$ cat src/rtl/seq_calc_core.sv
// Sequential calculator datapath: latches operands on start, then runs add/sub in one
// step or shift-add multiply / restoring divide one bit per cycle, flagging bad digits.
module seq_calc_core #(
  parameter int          DIGITS    = 2,
  parameter int          MAX_DIGIT = 11,
  parameter logic [15:0] UNDF_CODE = 16'h0123,
  localparam int         W         = 4 * DIGITS
) (
  input  logic           clk,
  input  logic           rst,
  input  logic           start,
  input  logic [1:0]     op,
  input  logic [W-1:0]   a,
  input  logic [W-1:0]   b,
  output logic           busy,
  output logic           done,
  output logic [2*W-1:0] result,
  output logic [W-1:0]   remainder,
  output logic           neg,
  output logic [1:0]     err
);

  localparam int             CW   = $clog2(W) + 1;
  localparam logic [3:0]     MAXD = 4'(MAX_DIGIT);
  localparam logic [2*W-1:0] UNDF = (2*W)'(UNDF_CODE);

  typedef enum logic [1:0] {IDLE = 2'b00, CALC = 2'b01, FIN = 2'b10} state_t;

  state_t           state_r;
  state_t           state_s;
  logic [W-1:0]     a_r;
  logic [W-1:0]     b_r;
  logic [1:0]       op_r;
  logic [CW-1:0]    cnt_r;
  logic [2*W-1:0]   acc_r;
  logic [2*W-1:0]   mcand_r;
  logic [W-1:0]     mplier_r;
  logic [W-1:0]     rem_r;
  logic [W-1:0]     quot_r;

  logic             invalid_s;
  logic             div_zero_s;
  logic             long_op_s;
  logic             last_s;
  logic [W:0]       div_sh_s;
  logic [W:0]       div_diff_s;
  logic             div_ge_s;
  logic [2*W-1:0]   fin_result_s;
  logic [W-1:0]     fin_rem_s;
  logic             fin_neg_s;
  logic [1:0]       fin_err_s;

  function automatic logic has_bad_digit(input logic [W-1:0] v);
    logic bad;
    bad = 1'b0;
    for (int i = 0; i < DIGITS; i++) begin
      bad = bad | (v[4*i +: 4] > MAXD);
    end
    return bad;
  endfunction

  // Error classification and per-op cycle budget from the latched operands
  always_comb begin
    invalid_s  = has_bad_digit(a_r) | has_bad_digit(b_r);
    div_zero_s = !invalid_s && (op_r == 2'b11) && (b_r == {W{1'b0}});
    long_op_s  = !invalid_s && !div_zero_s && op_r[1];
    if (long_op_s) begin
      last_s = (cnt_r == CW'(W - 1));
    end else begin
      last_s = 1'b1;
    end
  end

  // One restoring-division step: bring down the next dividend bit and trial-subtract
  always_comb begin
    div_sh_s   = {rem_r, quot_r[W-1]};
    div_ge_s   = (div_sh_s >= {1'b0, b_r});
    div_diff_s = div_sh_s - {1'b0, b_r};
  end

  // Next-state logic
  always_comb begin
    state_s = state_r;
    case (state_r)
      IDLE: begin
        if (start) begin
          state_s = CALC;
        end else begin
          state_s = IDLE;
        end
      end
      CALC: begin
        if (last_s) begin
          state_s = FIN;
        end else begin
          state_s = CALC;
        end
      end
      FIN:     state_s = IDLE;
      default: state_s = IDLE;
    endcase
  end

  // State register
  always_ff @(posedge clk) begin
    if (rst) begin
      state_r <= IDLE;
    end else begin
      state_r <= state_s;
    end
  end

  // Final result selection; invalid digits take priority over divide-by-zero
  always_comb begin
    fin_result_s = {(2*W){1'b0}};
    fin_rem_s    = {W{1'b0}};
    fin_neg_s    = 1'b0;
    fin_err_s    = 2'b00;
    if (invalid_s) begin
      fin_err_s    = 2'b01;
      fin_result_s = UNDF;
    end else if (div_zero_s) begin
      fin_err_s    = 2'b10;
    end else begin
      case (op_r)
        2'b00: fin_result_s = {{W{1'b0}}, a_r} + {{W{1'b0}}, b_r};
        2'b01: begin
          if (a_r >= b_r) begin
            fin_result_s = {{W{1'b0}}, a_r - b_r};
          end else begin
            fin_result_s = {{W{1'b0}}, b_r - a_r};
            fin_neg_s    = 1'b1;
          end
        end
        2'b10: fin_result_s = acc_r;
        2'b11: begin
          fin_result_s = {{W{1'b0}}, quot_r};
          fin_rem_s    = rem_r;
        end
        default: fin_result_s = {(2*W){1'b0}};
      endcase
    end
  end

  // Operand latch and iterative multiply/divide datapath
  always_ff @(posedge clk) begin
    if (rst) begin
      a_r      <= {W{1'b0}};
      b_r      <= {W{1'b0}};
      op_r     <= 2'b00;
      cnt_r    <= {CW{1'b0}};
      acc_r    <= {(2*W){1'b0}};
      mcand_r  <= {(2*W){1'b0}};
      mplier_r <= {W{1'b0}};
      rem_r    <= {W{1'b0}};
      quot_r   <= {W{1'b0}};
    end else begin
      case (state_r)
        IDLE: begin
          if (start) begin
            a_r      <= a;
            b_r      <= b;
            op_r     <= op;
            cnt_r    <= {CW{1'b0}};
            acc_r    <= {(2*W){1'b0}};
            mcand_r  <= {{W{1'b0}}, a};
            mplier_r <= b;
            rem_r    <= {W{1'b0}};
            quot_r   <= a;
          end else begin
            cnt_r    <= cnt_r;
          end
        end
        CALC: begin
          cnt_r <= cnt_r + CW'(1);
          if (op_r == 2'b10) begin
            if (mplier_r[0]) begin
              acc_r <= acc_r + mcand_r;
            end else begin
              acc_r <= acc_r;
            end
            mcand_r  <= mcand_r << 1;
            mplier_r <= mplier_r >> 1;
          end else if (op_r == 2'b11) begin
            rem_r  <= div_ge_s ? div_diff_s[W-1:0] : div_sh_s[W-1:0];
            quot_r <= {quot_r[W-2:0], div_ge_s};
          end else begin
            acc_r <= acc_r;
          end
        end
        default: cnt_r <= cnt_r;
      endcase
    end
  end

  // Registered outputs; busy stays high through the done cycle
  always_ff @(posedge clk) begin
    if (rst) begin
      busy      <= 1'b0;
      done      <= 1'b0;
      result    <= {(2*W){1'b0}};
      remainder <= {W{1'b0}};
      neg       <= 1'b0;
      err       <= 2'b00;
    end else begin
      done <= (state_r == FIN);
      if (state_r == IDLE) begin
        busy <= start;
      end else begin
        busy <= 1'b1;
      end
      if (state_r == FIN) begin
        result    <= fin_result_s;
        remainder <= fin_rem_s;
        neg       <= fin_neg_s;
        err       <= fin_err_s;
      end else begin
        result    <= result;
      end
    end
  end

endmodule

$ cat config.mk
export PLATFORM = sky130hd
export DESIGN_NAME = seq_calc_core
export DESIGN_NICKNAME = d
export VERILOG_FILES = /design/src/rtl/seq_calc_core.sv
export SDC_FILE = /design/constraint.sdc
export NUM_CORES = 1
export LEC_CHECK = 0
export BUFFER_PORTS_ARGS = -buffer_cell sky130_fd_sc_hd__clkbuf_2
export CORE_ASPECT_RATIO = 1.5
export CORE_MARGIN = 2
export CORE_UTILIZATION = 61
export DETAILED_ROUTE_END_ITERATION = 10
export PLACE_DENSITY = 0.81
export SLEW_MARGIN = 30
export SYNTH_ARGS = -nofsm -noshare
export SYNTH_HDL_FRONTEND = slang
export SYNTH_SLANG_ARGS = --single-unit
$ cat constraint.sdc
create_clock -name clk -period 2.57 [get_ports clk]
set_input_delay 0.257 -clock clk [delete_from_list [all_inputs] [get_ports clk]]
set_output_delay 0.257 -clock clk [all_outputs]
set_load 0.02 [all_outputs]
==> flow_summary.json, run 1 <==
{
  "syn2layout_area_growth_pct": 14.4,
  "drv_slew": 0,
  "worst-path-max-fanout": 4,
  "synth_warnings": 0,
  "antennaDiodeCount": 0,
  "clk_latency_ps": 360,
  "maxCapViolCount": 0,
  "vias": 6502,
  "die_h_um": 131,
  "finalCriticalPeriod_ps": 2470,
  "syn-cell-area_sq_um": 6560,
  "wire_per_inst_um": 19.3,
  "initial_core_util_pct": 62.3,
  "synth_most_common_cell": "dfxtp_1",
  "pwr-share-clk_pct": 34.8,
  "place_ws_ps": 87.0,
  "grt_overflow": 0,
  "cts_root_buf": "clkbuf_16",
  "p_seq_share_pct": 42.0,
  "intPower_mw": 2.94,
  "synthTopCellsByArea": "dfxtp_1 (33%), ha_1 (9.0%), a21oi_1 (6.8%), nand2_1 (6.0%), nor2_1 (5.6%)",
  "critical_path_required_ps": 2830,
  "grt_usage_pct": 35.7,
  "synthArstFlopShare_pct": 0,
  "synth_edf_count": 0,
  "status": "finished, final reports clean",
  "worst_setup_path_end_kind": "register",
  "drive_above_1_share_pct": 15.0,
  "dp.final_hpwl_um": 15300,
  "p_sw_share_pct": 32.0,
  "rr_worst_depth": 8,
  "finalSetupTns_ps": 0,
  "ir_drop_mv": 0.444,
  "min_period_over_period_pct": 96.3,
  "grt_start_max_net_pins": 64,
  "synth_commonest_cells": "dfxtp_1 (109), nand2_1 (105), nor2_1 (98)",
  "io_pins": 50,
  "clkTransAtPathRegs_ps": 80,
  "portBuffers": 49,
  "die_w_um": 88.7,
  "syn_nets": 905,
  "grt_pass1_wl_um": 31700,
  "place_area_sq_um": 7100,
  "htree_levels": 3,
  "cts_tree": "done",
  "ys_seq_elements": 109,
  "p_leak_nw": 3.10,
  "hold_violations": 0,
  "min_path_cells": 3,
  "nets": 968,
  "final_area_sq_um": 7500,
  "max_slew_margin_pct": 42.4,
  "drt-initial-drc-count": 419,
  "core-area_sq_um": 10500,
  "power_switching_mw": 1.38,
  "wl_um": 20200,
  "critPathKind": "register to register",
  "skew_ps": 5.96,
  "layout_setup_ws_ps": 95.5,
  "via_per_inst": 6.23,
  "gp_congestion": 1.01,
  "synth.top_cell.area_share_pct": 33.3,
  "grt_pass1_vias": 6280,
  "ys_types": 62,
  "row_count": 46,
  "synth.avg_cell_area_sq_um": 7.88,
  "cts_num_sinks": 109,
  "power.density_nw_per_um2": 577,
  "critPathArrivalTime_ps": 2730,
  "hold_path.class": "input port to register",
  "syn_inst": 832,
  "clockBufferDepth": 2,
  "die_area_sq_um": 11600,
  "synth_top_flop_cell": "dfxtp_1",
  "max_freq_mhz": 404,
  "antenna_found_initial": 0,
  "yosysSeqAreaShare_pct": 33.3,
  "cp-start-kind": "register",
  "drc": 0,
  "comb_power_share_pct": 23.2,
  "cts_made_buffers": 9,
  "drtPass1Iterations": 5,
  "antenna_left": 0,
  "yosys.area.top_type": "dfxtp_1",
  "setup-violations-final": 0,
  "worstMarginPinSlew_ps": 862
}
## timing repair
item	CTS	global route
hold endpoints to repair	0	0
buffers inserted	0	5
resized for setup	0	12
hold buffers	0	0
endpoints found under the setup margin	0	13
## per-layer routing
metal  part of all wire, %  routed length (um)  track usage, %
met5                     0                   0               0
met4                   7.1                1440            23.6
met3                   5.2                1050            6.34
met2                    51               10200            61.7
met1                    37                7490            39.2
## through the flow
step	total power, mW	utilization [%]	cells	hold slack [ps]
after global placement	2.76	67.4	1022	445
final	4.33	71.2	1044	123
after global routing	4.47	71.2	1044	132
after detailed placement	2.78	67.4	1022	446
after CTS	4.24	70.4	1038	126
after floorplan	2.46	-	832	346
## power by group through the flow
stage	clock [mW]	combinational (mW)	sequential (mW)
floorplan	0	0.614	1.85
global placement	0	0.908	1.85
detailed placement	0	0.921	1.86
CTS	1.50	0.928	1.82
global route	1.56	1.08	1.83
finish	1.51	1.00	1.82
## layout make-up
| class | instances | area, sq um |
|---|---|---|
| fillers | 877 | 3030 |
| flip-flops and latches | 109 | 2180 |
| multi-input cells | 651 | 4140 |
| inverters | 33 | 124 |
| well taps | 144 | 180 |
| clock buffers | 10 | 239 |
| clock inverters | 6 | 76.3 |
| repair buffers | 91 | 561 |
## final timing paths
kind                            slack, ps        end  startpoint
worst min register to register        450  result[8]   result[8]
worst max-delay path                  100  acc_r[12]    acc_r[0]
worst min-delay path                  120    op_r[0]       op[0]
worst max register to register        100  acc_r[12]    acc_r[0]
## registers in the layout (all words and copies together) (netlist names), 2 cells and up
signal / count
remainder: 8
acc_r: 16
a_r: 8
state_r: 2
cnt_r: 4
mplier_r: 8
mcand_r: 16
err: 2
quot_r: 8
rem_r: 8
b_r: 8
result: 16
op_r: 2
## cells by family (layout without fill, tap and decap cells)
group,after synthesis,count (layout),share of synthesized area (%)
xor gates and xnor gates,17,17,2.27
buffers and inverters,73,140,4.41
adders and majority gates,52,52,10.5
AOI/OAI and AO/OA,247,247,24.2
muxes,17,17,2.69
and+or+nand+nor,317,318,22.7
DFF,109,109,33.3
## critical path, cell delays in order (launching register included)
cell	delay [ps]
dfxtp_1	340
ha_1	230
fa_1	410
a21o_2	220
a21oi_1	270
o21ai_0	280
a21oi_1	350
mux2i_1	220
nand2_1	60
## cells in the final DEF, fill, tap and decap left out, types with 4 or more instances in the layout
master,n
o211ai_1,4
mux2i_1,12
a32oi_1,5
xor2_1,9
buf_4,42
a21oi_1,87
ha_1,45
and2_1,4
o21a_1,6
nand3b_1,6
a22oi_1,25
a311oi_1,9
o21ai_0,42
o21bai_1,5
inv_1,32
clkbuf_16,9
nand4_1,11
nand2b_1,17
a31oi_1,7
nand2_1,105
dfxtp_1,107
nor3_1,11
xnor2_1,8
mux2_2,5
a221oi_1,4
nor2b_1,17
a211oi_1,20
and3_1,7
a21o_1,6
fa_1,5
nor4_1,8
nor2_1,98
nand3_1,14
clkbuf_2,48
(Power assumes the default switching activity.)
==> run 2, diff against run 1 <==
clock period = 2.56 ns   (was 2.57 ns; I/O delays follow)
==> run 2 against run 1 <==
Net effect: sequential power barely moved; die area did not move; total power rose by 0.82%; global-route usage rose by 0.10 points; non-clock buffer count rose by 4; clock power barely moved; final cell count rose by 0.29%; flip-flop and latch count did not move; register-to-register slack improved by 20 ps; clock skew rose by 2.1 ps; routed wire length fell by 0.20%; first-iteration DRC count rose by 9.1%; largest cell class unchanged; highest routed layer unchanged.
==> flow_summary.json, run 2 (same netlist as run 1, synthesis figures left out) <==
{
  "drc": 0,
  "io_pins": 50,
  "grt_start_max_net_pins": 64,
  "nets": 971,
  "portBuffers": 49,
  "ir_drop_mv": 0.467,
  "cts_tree": "done",
  "drt-initial-drc-count": 457,
  "worst-path-max-fanout": 3,
  "ctsHoldBuffers": 0,
  "critical_path_required_ps": 2800,
  "setup-violations-final": 0,
  "hold_violations": 0,
  "row_count": 46,
  "grt_overflow": 0,
  "crit_path_end": "rem_r[6]",
  "startpoint": "quot_r[7]",
  "grt_pass1_wl_um": 31900,
  "critPathKind": "register to register",
  "min_path_cells": 3,
  "finalCoreUtilization_pct": 71.8,
  "drive_above_1_share_pct": 15.7,
  "critPathArrivalTime_ps": 2690,
  "dp.final_hpwl_um": 15400,
  "syn2layout_area_growth_pct": 15.3,
  "clockBufferDepth": 2,
  "max_slew_margin_pct": 44.8,
  "gp_congestion": 1.01,
  "grt_pass1_vias": 6353,
  "place_ws_ps": 75.8,
  "worstMarginPinSlew_ps": 826,
  "initial_core_util_pct": 62.3,
  "die_w_um": 88.7,
  "via_per_inst": 6.20,
  "rr_startpoint": "quot_r[7]",
  "die_h_um": 131,
  "min_period_over_period_pct": 95.6,
  "reg2reg_to": "rem_r[6]",
  "vias": 6487,
  "layout_setup_ws_ps": 114,
  "hold_path.class": "input port to register",
  "power.density_nw_per_um2": 577,
  "status": "finished, final reports clean",
  "rr_worst_depth": 10,
  "wl_um": 20100,
  "worst_setup_path_end_kind": "register",
  "wire_per_inst_um": 19.2,
  "maxCapViolCount": 0,
  "finalCriticalPeriod_ps": 2450,
  "skew_ps": 8.06,
  "biggestRegsByFlops": "acc_r: 16 flops, mcand_r: 16 flops, result: 16 flops",
  "reg2reg_slack_ps": 110,
  "cts_root_buf": "clkbuf_16",
  "antenna_left": 0,
  "htree_levels": 3,
  "drv_slew": 0,
  "fillers": 880,
  "cts_made_buffers": 9,
  "die_area_sq_um": 11600,
  "grt_usage_pct": 35.8,
  "antenna_found_initial": 0,
  "layout.cells.most_common": "dfxtp_1",
  "cp-start-kind": "register",
  "clk_latency_ps": 360,
  "cts_num_sinks": 109,
  "final_cell_mix": "dfxtp_1 (106), nand2_1 (105), nor2_1 (98)",
  "drtPass1Iterations": 5,
  "p_leak_nw": 3.13,
  "instances_no_fill": 1047,
  "max_freq_mhz": 409,
  "clkTransAtPathRegs_ps": 80,
  "core-area_sq_um": 10500,
  "place_inst": 1022,
  "antennaDiodeCount": 0
}
==> run 2: area by class of cell <==
type,instances,area (sq um),share of cell area (%)
Clock buffer,10,239,3.16
Clock inverter,6,76.3,1.01
Inverter,33,124,1.64
Multi-Input combinational cell,650,4160,54.9
Sequential cell,109,2190,28.9
Tap cell,144,180,2.38
Timing Repair Buffer,95,603,7.97
==> run 2: metrics by stage <==
| stage | hold slack, ps | setup TNS [ps] | total power [mW] | area, sq um |
|---|---|---|---|---|
| 3_5_place_dp | 445 | 0 | 2.79 | 7100 |
| 6_report | 134 | 0 | 4.36 | 7560 |
| 4_1_cts | 131 | 0 | 4.26 | 7420 |
| 5_1_grt | 141 | -17.7 | 4.52 | 7560 |
| 2_1_floorplan | 345 | 0 | 2.47 | 6560 |
| 3_3_place_gp | 445 | 0 | 2.77 | 7100 |
==> run 2: worst min path at each step <==
stage	startpoint	to	slack (ps)
after floorplan	rst	done	340
after global placement	result[8]	result[8]	450
after detailed placement	result[8]	result[8]	450
after CTS	a[7]	a_r[7]	130
after global routing	op[0]	op_r[0]	140
final	op[0]	op_r[0]	130
==> run 2: worst max-delay path: stages (launching register included) <==
cell and delay, ps:
dfxtp_1 320, inv_1 240, ha_2 300, inv_1 70
fa_1 400, a21oi_1 240, nor2_1 80, a211o_1 280
a21oi_1 170, xor2_1 160, o31ai_1 70
==> run 2: power by group <==
part	switching (mW)	internal (mW)	leakage, nW
registers	0.0649	1.76	0.889
clock network	0.687	0.806	0.156
logic	0.624	0.420	2.08
total	1.38	2.99	3.13
==> run 2: routing by layer <==
layer  share of wire (%)  track usage [%]  vias to the layer above  wire [um]
met5                   0                0                        -          0
met4                 6.9             24.1                        0       1400
li1                    -                -                     3107          -
met3                 4.9             6.28                       78        992
met2                  51             61.8                      243      10200
met1                  37             39.2                     3059       7520
==> run 2: what timing repair did <==
action | in CTS | in global routing
hold endpoints to repair | 0 | 0
resized for setup | 0 | 18
setup buffers | 0 | 9
endpoints found under the setup margin | 0 | 15
